[src/rtl/vga_pkg.sv]
// Shared 640x480@60 Hz raster constants, reused by the timing controller
// and by every pixel data generator that plugs into it.
package vga_pkg;

   localparam int H_SYNC  = 96;
   localparam int H_BACK  = 48;
   localparam int H_VALID = 640;
   localparam int H_FRONT = 16;
   localparam int H_TOTAL = H_SYNC + H_BACK + H_VALID + H_FRONT;

   localparam int V_SYNC  = 2;
   localparam int V_BACK  = 33;
   localparam int V_VALID = 480;
   localparam int V_FRONT = 10;
   localparam int V_TOTAL = V_SYNC + V_BACK + V_VALID + V_FRONT;

   // Counter / coordinate width and pixel width
   localparam int PIX_W = 10;
   localparam int RGB_W = 16;

   // Coordinate value presented when no pixel is being requested
   localparam logic [PIX_W-1:0] PIX_INVALID = 10'h3ff;

endpackage

[src/rtl/vga_raster_cnt.sv]
// Horizontal/vertical raster counters. cnt_h runs 0..H_TOTAL-1 every clock,
// cnt_v advances on the last clock of each line and wraps on the last line.
module vga_raster_cnt
   import vga_pkg::*;
#(
   parameter int H_TOTAL = vga_pkg::H_TOTAL,
   parameter int V_TOTAL = vga_pkg::V_TOTAL
) (
   input  logic             clk,
   input  logic             rst_n,
   output logic [PIX_W-1:0] cnt_h,
   output logic [PIX_W-1:0] cnt_v
);

   localparam logic [PIX_W-1:0] H_LAST = PIX_W'(H_TOTAL - 1);
   localparam logic [PIX_W-1:0] V_LAST = PIX_W'(V_TOTAL - 1);

   logic line_end;
   logic frame_end;

   assign line_end  = (cnt_h == H_LAST);
   assign frame_end = line_end && (cnt_v == V_LAST);

   // Advance the raster position; both counters wrap together at frame end
   always_ff @(posedge clk or negedge rst_n) begin
      if (!rst_n) begin
         cnt_h <= '0;
         cnt_v <= '0;
      end else if (line_end) begin
         cnt_h <= '0;
         cnt_v <= frame_end ? '0 : cnt_v + 1'b1;
      end else begin
         cnt_h <= cnt_h + 1'b1;
      end
   end

endmodule

[src/rtl/vga_timing_ctrl.sv]
// VGA raster timing controller: requests pixels one clock ahead of display
// through pix_x/pix_y, then registers sync, display-enable and the returned
// pixel data together so all monitor-side outputs stay mutually aligned.
module vga_timing_ctrl
   import vga_pkg::*;
#(
   parameter int H_SYNC_CLKS   = vga_pkg::H_SYNC,
   parameter int H_BACK_CLKS   = vga_pkg::H_BACK,
   parameter int H_VALID_PIX   = vga_pkg::H_VALID,
   parameter int H_FRONT_CLKS  = vga_pkg::H_FRONT,
   parameter int V_SYNC_LINES  = vga_pkg::V_SYNC,
   parameter int V_BACK_LINES  = vga_pkg::V_BACK,
   parameter int V_VALID_LINES = vga_pkg::V_VALID,
   parameter int V_FRONT_LINES = vga_pkg::V_FRONT
) (
   input  logic             clk,
   input  logic             rst_n,
   input  logic [RGB_W-1:0] pix_data,
   output logic [PIX_W-1:0] pix_x,
   output logic [PIX_W-1:0] pix_y,
   output logic             vga_hs,
   output logic             vga_vs,
   output logic             vga_de,
   output logic [RGB_W-1:0] vga_rgb,
   output logic             frame_start
);

   localparam int H_TOT = H_SYNC_CLKS + H_BACK_CLKS + H_VALID_PIX + H_FRONT_CLKS;
   localparam int V_TOT = V_SYNC_LINES + V_BACK_LINES + V_VALID_LINES + V_FRONT_LINES;
   localparam int H_ACT = H_SYNC_CLKS + H_BACK_CLKS;
   localparam int V_ACT = V_SYNC_LINES + V_BACK_LINES;

   localparam logic [PIX_W-1:0] H_SYNC_END  = PIX_W'(H_SYNC_CLKS);
   localparam logic [PIX_W-1:0] H_ACT_START = PIX_W'(H_ACT);
   localparam logic [PIX_W-1:0] H_ACT_END   = PIX_W'(H_ACT + H_VALID_PIX);
   // Request window is the active window shifted one clock earlier, so the
   // generator's registered answer lands exactly on the active pixel.
   localparam logic [PIX_W-1:0] H_REQ_START = PIX_W'(H_ACT - 1);
   localparam logic [PIX_W-1:0] H_REQ_END   = PIX_W'(H_ACT + H_VALID_PIX - 1);
   localparam logic [PIX_W-1:0] V_SYNC_END  = PIX_W'(V_SYNC_LINES);
   localparam logic [PIX_W-1:0] V_ACT_START = PIX_W'(V_ACT);
   localparam logic [PIX_W-1:0] V_ACT_END   = PIX_W'(V_ACT + V_VALID_LINES);

   logic [PIX_W-1:0] cnt_h;
   logic [PIX_W-1:0] cnt_v;
   logic             h_active;
   logic             h_request;
   logic             v_active;
   logic             active;
   logic             req_win;

   vga_raster_cnt #(
      .H_TOTAL (H_TOT),
      .V_TOTAL (V_TOT)
   ) u_raster_cnt (
      .clk   (clk),
      .rst_n (rst_n),
      .cnt_h (cnt_h),
      .cnt_v (cnt_v)
   );

   assign h_active  = (cnt_h >= H_ACT_START) && (cnt_h < H_ACT_END);
   assign h_request = (cnt_h >= H_REQ_START) && (cnt_h < H_REQ_END);
   assign v_active  = (cnt_v >= V_ACT_START) && (cnt_v < V_ACT_END);
   assign active    = h_active && v_active;
   assign req_win   = h_request && v_active;

   // Coordinates never underflow inside the window, so 10-bit subtraction is safe
   assign pix_x = req_win ? (cnt_h - H_REQ_START) : PIX_INVALID;
   assign pix_y = req_win ? (cnt_v - V_ACT_START) : PIX_INVALID;

   // Output stage: one register delay for every monitor-side signal
   always_ff @(posedge clk or negedge rst_n) begin
      if (!rst_n) begin
         vga_hs      <= 1'b1;
         vga_vs      <= 1'b1;
         vga_de      <= 1'b0;
         vga_rgb     <= '0;
         frame_start <= 1'b0;
      end else begin
         vga_hs      <= !(cnt_h < H_SYNC_END);
         vga_vs      <= !(cnt_v < V_SYNC_END);
         vga_de      <= active;
         vga_rgb     <= active ? pix_data : '0;
         frame_start <= active && (cnt_h == H_ACT_START) && (cnt_v == V_ACT_START);
      end
   end

endmodule

[config.mk]
export PLATFORM = sky130hd
export DESIGN_NAME = vga_timing_ctrl
export DESIGN_NICKNAME = d
export VERILOG_FILES = /design/src/rtl/vga_pkg.sv /design/src/rtl/vga_raster_cnt.sv /design/src/rtl/vga_timing_ctrl.sv
export SDC_FILE = /design/constraint.sdc
export NUM_CORES = 1
export LEC_CHECK = 0
export BUFFER_PORTS_ARGS = -buffer_cell sky130_fd_sc_hd__buf_2
export CAP_MARGIN = 0
export CORE_ASPECT_RATIO = 0.5
export CORE_MARGIN = 2
export CORE_UTILIZATION = 35
export CTS_BUF_LIST = sky130_fd_sc_hd__clkbuf_4 sky130_fd_sc_hd__clkbuf_8
export CTS_CLUSTER_DIAMETER = 40
export DETAILED_ROUTE_END_ITERATION = 7
export GPL_ROUTABILITY_DRIVEN = 0
export PLACE_DENSITY = 0.68
export SYNTH_ARGS = -nofsm -noshare
export SYNTH_HDL_FRONTEND = slang
export SYNTH_SLANG_ARGS = --single-unit
[constraint.sdc]
create_clock -name clk -period 2.2 [get_ports clk]
set_clock_uncertainty 0.05 [all_clocks]
set_input_delay 0.22 -clock clk [delete_from_list [all_inputs] [get_ports clk]]
set_output_delay 0.22 -clock clk [all_outputs]
set_load 0.005 [all_outputs]
==> results.md <==
- Status: finished with violations
- Failing checks: negative hold slack
- Min cycle time layout: 2.19 ns
- Synth Net Count: 236
- FF-to-FF path depth: 6
- Post-CTS Hold Buffers: 0
- Max Root-Sink Buffers: 2
- Synth unique cells: 46
- RSZ-0062 raised after global routing: true
- Worst relative slew slack: 41.1%
- Met2 wire length: 2660 um
- Final hold slack: -0.0263 ns
- PwrDens: 485 mW/mm^2
- Critical Setup Path Class: flop to output pin
- Antenna-violating nets left: 0
- Final setup violation count: 0
- Met3 wire length: roughly 300 um
- Share of the synthesized area in the top cell type: between 40% and 50%
- Synth top area cells: dfrtp_1 44%, xnor2_1 5.3%, nand3_1 4.2%, and2_4 3.7%, and2_1 3.5%
- Largest family of logic cells by synthesized area: simple AND/OR/NAND/NOR gates
- Wire length per cell: 14.7 um
- Top Metal Used: met4
- Placed cells: ~350
- 1st-iter DRT viols: 125
- Crit start category: flop
- Die Height: about 59 um
- Final setup margin: 0.00916 ns
- Final hold violations: 8
- Post-Synthesis Cells: 214
- Mux share of post-synthesis cell area: between 1 and 1.5%
- Period utilization: 99.6%
- Register clock-pin slew on the reported worst setup and hold paths: 0.09 ns
- Die X: 115 um
- Seq/Total Area, Yosys: 46.6%
- Worst Hold Class: input port to async pin
- Ys flop type: dfrtp_1
- Vias in the first global route: 1797
- Cell taking the most area after synthesis: dfrtp_1
- Mean Syn Cell Area: 10.1 um^2
- Max rail drop VDD: 0.384 mV
- FF-to-FF Start: u_raster_cnt.cnt_h[1]
- Num CTS Buffers: 5
- Total grt overflow: 0
- CP max FO: 10
- Util after Layout: about half
- Worst-Margin Slew: approximately 0.88 ns
- IO Pins: 58
- Via density: 5.13
- Largest net degree at the start of global routing: 41
- CP Capture Type: output pin
- M1 WL: 2400 um
- CP Data Arrival Time: around 1.9 ns
- Ant diodes: 0
- DP Wirelength: 3590 um
- Core ar.: approximately 0.0060 mm^2
- Fin nets: 312
- Max-slew violation total from the final report: 0
- Initial core utilization: between 30% and 40%
- DR DRC count: 0
- Clk sinks: 40
- Pre-CTS WS: 0.0322 ns
- Root buf cell: clkbuf_8
- Post-synthesis compound-gate area fraction: 10.2%
- Synthesis-to-finish area growth: 34.9%
- GR Util All Layers: 16.0%
- Initial antenna violation count: 0
- Worst Setup SP: u_raster_cnt.cnt_v[0]
- Layout cells sized above 1: 45.0%
- Ys async rst share: 100%
- First drt pass iteration count: 4
- YS warnings: 0
- Simple-Gate Fraction of Synth Area: 27.0%
- I/O Buffers: 57
- TritonCTS clock tree: built
- Die ar.: approximately 0.0068 mm^2
- Post-synthesis xor/xnor area fraction: 7.33%
- Tot Pwr: 1410 uW
- EDFF count, synth: 0
- Drt total wl: 5410 um
- Reg-to-Reg End: u_raster_cnt.cnt_v[5]
- # H-tree levels: 2
- Adder-Cell Fraction of Synth Area: ~2.3%
- Skew-Pair Late Insertion Delay: around 0.29 ns
- Via count: 1888
- Critical Path Sink: pix_x[6]
- Leak: approximately 0.0014 uW
- Synth Register Bits: 40
- Reg-to-reg setup timing slack: 0.35 ns
- First-pass GRT wire length: 8620 um
- Max Cap Violations: 0
- Row cnt: 20
- Non-filler cells, final: about 370
- FMAX: around 460 MHz
- Synth Cell Area: 0.00215 mm^2
- CP required: approximately 1.9 ns
==> power breakdown <==
| part | leakage [uW] | switching, uW | internal, uW | total [uW] |
|---|---|---|---|---|
| Clock | 0.0000614 | 274 | 371 | 645 |
| Combinational | 0.000811 | 17.0 | 10.6 | 27.6 |
| Sequential | 0.000531 | 0 | 735 | 735 |
==> registers in the layout, indices dropped and copies added (netlist names) <==
name and flops:
vga_rgb 16, frame_start 1, vga_de 1, vga_vs 1
u_raster_cnt.cnt_h 10, u_raster_cnt.cnt_v 10, vga_hs 1
==> through the flow <==
stage | area, um^2 | setup TNS [ns]
floorplan | 2150 | 0
global placement | 2570 | 0
detailed placement | 2570 | 0
CTS | 2800 | -0.124
global route | 2900 | -0.246
finish | 2900 | 0
==> per-layer routing <==
metal  up-vias  global-route usage (%)
met1       919                    21.6
met4         0                    4.30
li1        903                       -
met2        62                    26.0
met3         4                    4.09
met5         -                       0
==> synth_stat cells (2+ instances only) <==
library cell and instances:
dfrtp_1 38, nand3_1 18, nor2_1 14, xnor2_1 13
and2_1 12, clkbuf_1 11, nand2_1 10, and2_4 9
nand4_1 8, and3_1 5, xor2_1 5, and4_1 4
buf_2 4, ha_1 4, inv_1 4, nand3b_1 4
nor4_1 4, o21ai_0 4, a21oi_1 3, buf_6 3
nor3_1 3, o31ai_1 3, or3_1 3, a31oi_1 2
dfstp_2 2, mux2_2 2, o211ai_1 2, o21a_1 2
==> cells by family (layout without fill, tap and decap cells) <==
| logic type | after synthesis | after routing |
|---|---|---|
| compound gates | 28 | 28 |
| xor+xnor | 18 | 18 |
| fa+ha+maj | 4 | 4 |
| buf+inv | 23 | 100 |
| flops | 40 | 40 |
| mux | 2 | 2 |
| simple gates | 99 | 99 |
==> final cells by class <==
class,count,area [um^2]
clock buffer,6,82.6
clock inverter,2,38.8
fill,567,3100
inverter,4,15.0
multi-input combinational,151,1120
sequential,40,1010
tap,77,96.3
timing repair buffer,88,541
==> how the worst min path moves through the flow <==
stage / slack [ns] / endpoint / from
floorplan: -0.13 / frame_start / rst_n
global placement: 0.34 / u_raster_cnt.cnt_h[5] / rst_n
detailed placement: 0.35 / u_raster_cnt.cnt_h[4] / rst_n
CTS: 0.03 / u_raster_cnt.cnt_h[4] / rst_n
global route: 0.08 / vga_rgb[8] / pix_data[8]
finish: -0.03 / u_raster_cnt.cnt_h[4] / rst_n
==> worst max-delay path: stages, from the launching register on <==
cell       delay [ns]
dfrtp_1          0.42
ha_4             0.20
nor4_4           0.16
and3_4           0.24
o22a_1           0.18
buf_6            0.16
o2111ai_2        0.11
buf_2            0.15
==> cells in the final DEF (no fill, tap or decap), types with 2 or more instances in the layout <==
cell	n
and3_4	2
o21a_1	2
a21oi_2	3
nand2_1	9
mux2_2	2
buf_6	6
nor3_1	3
and4_1	4
nand3_1	17
dfrtp_1	34
xor2_1	5
clkbuf_8	6
nor4_1	3
and2_4	9
or3_1	2
nand3b_1	4
xnor2_1	13
inv_1	4
nand4_1	8
nor2_1	13
dfrtp_2	4
and2_1	12
o21ai_0	3
o211ai_1	2
buf_2	57
and3_1	3
o31ai_1	3
a31oi_1	2
buf_4	25
dfstp_2	2
ha_1	2
==> repair_timing <==
action,in CTS,in global routing
endpoints found under the setup margin,20,20
hold endpoints to repair,0,0
resized for setup,16,15
cloned,0,0
pin swaps,6,7
setup buffers,6,7
Note: power is estimated with default switching activity, not from simulation.
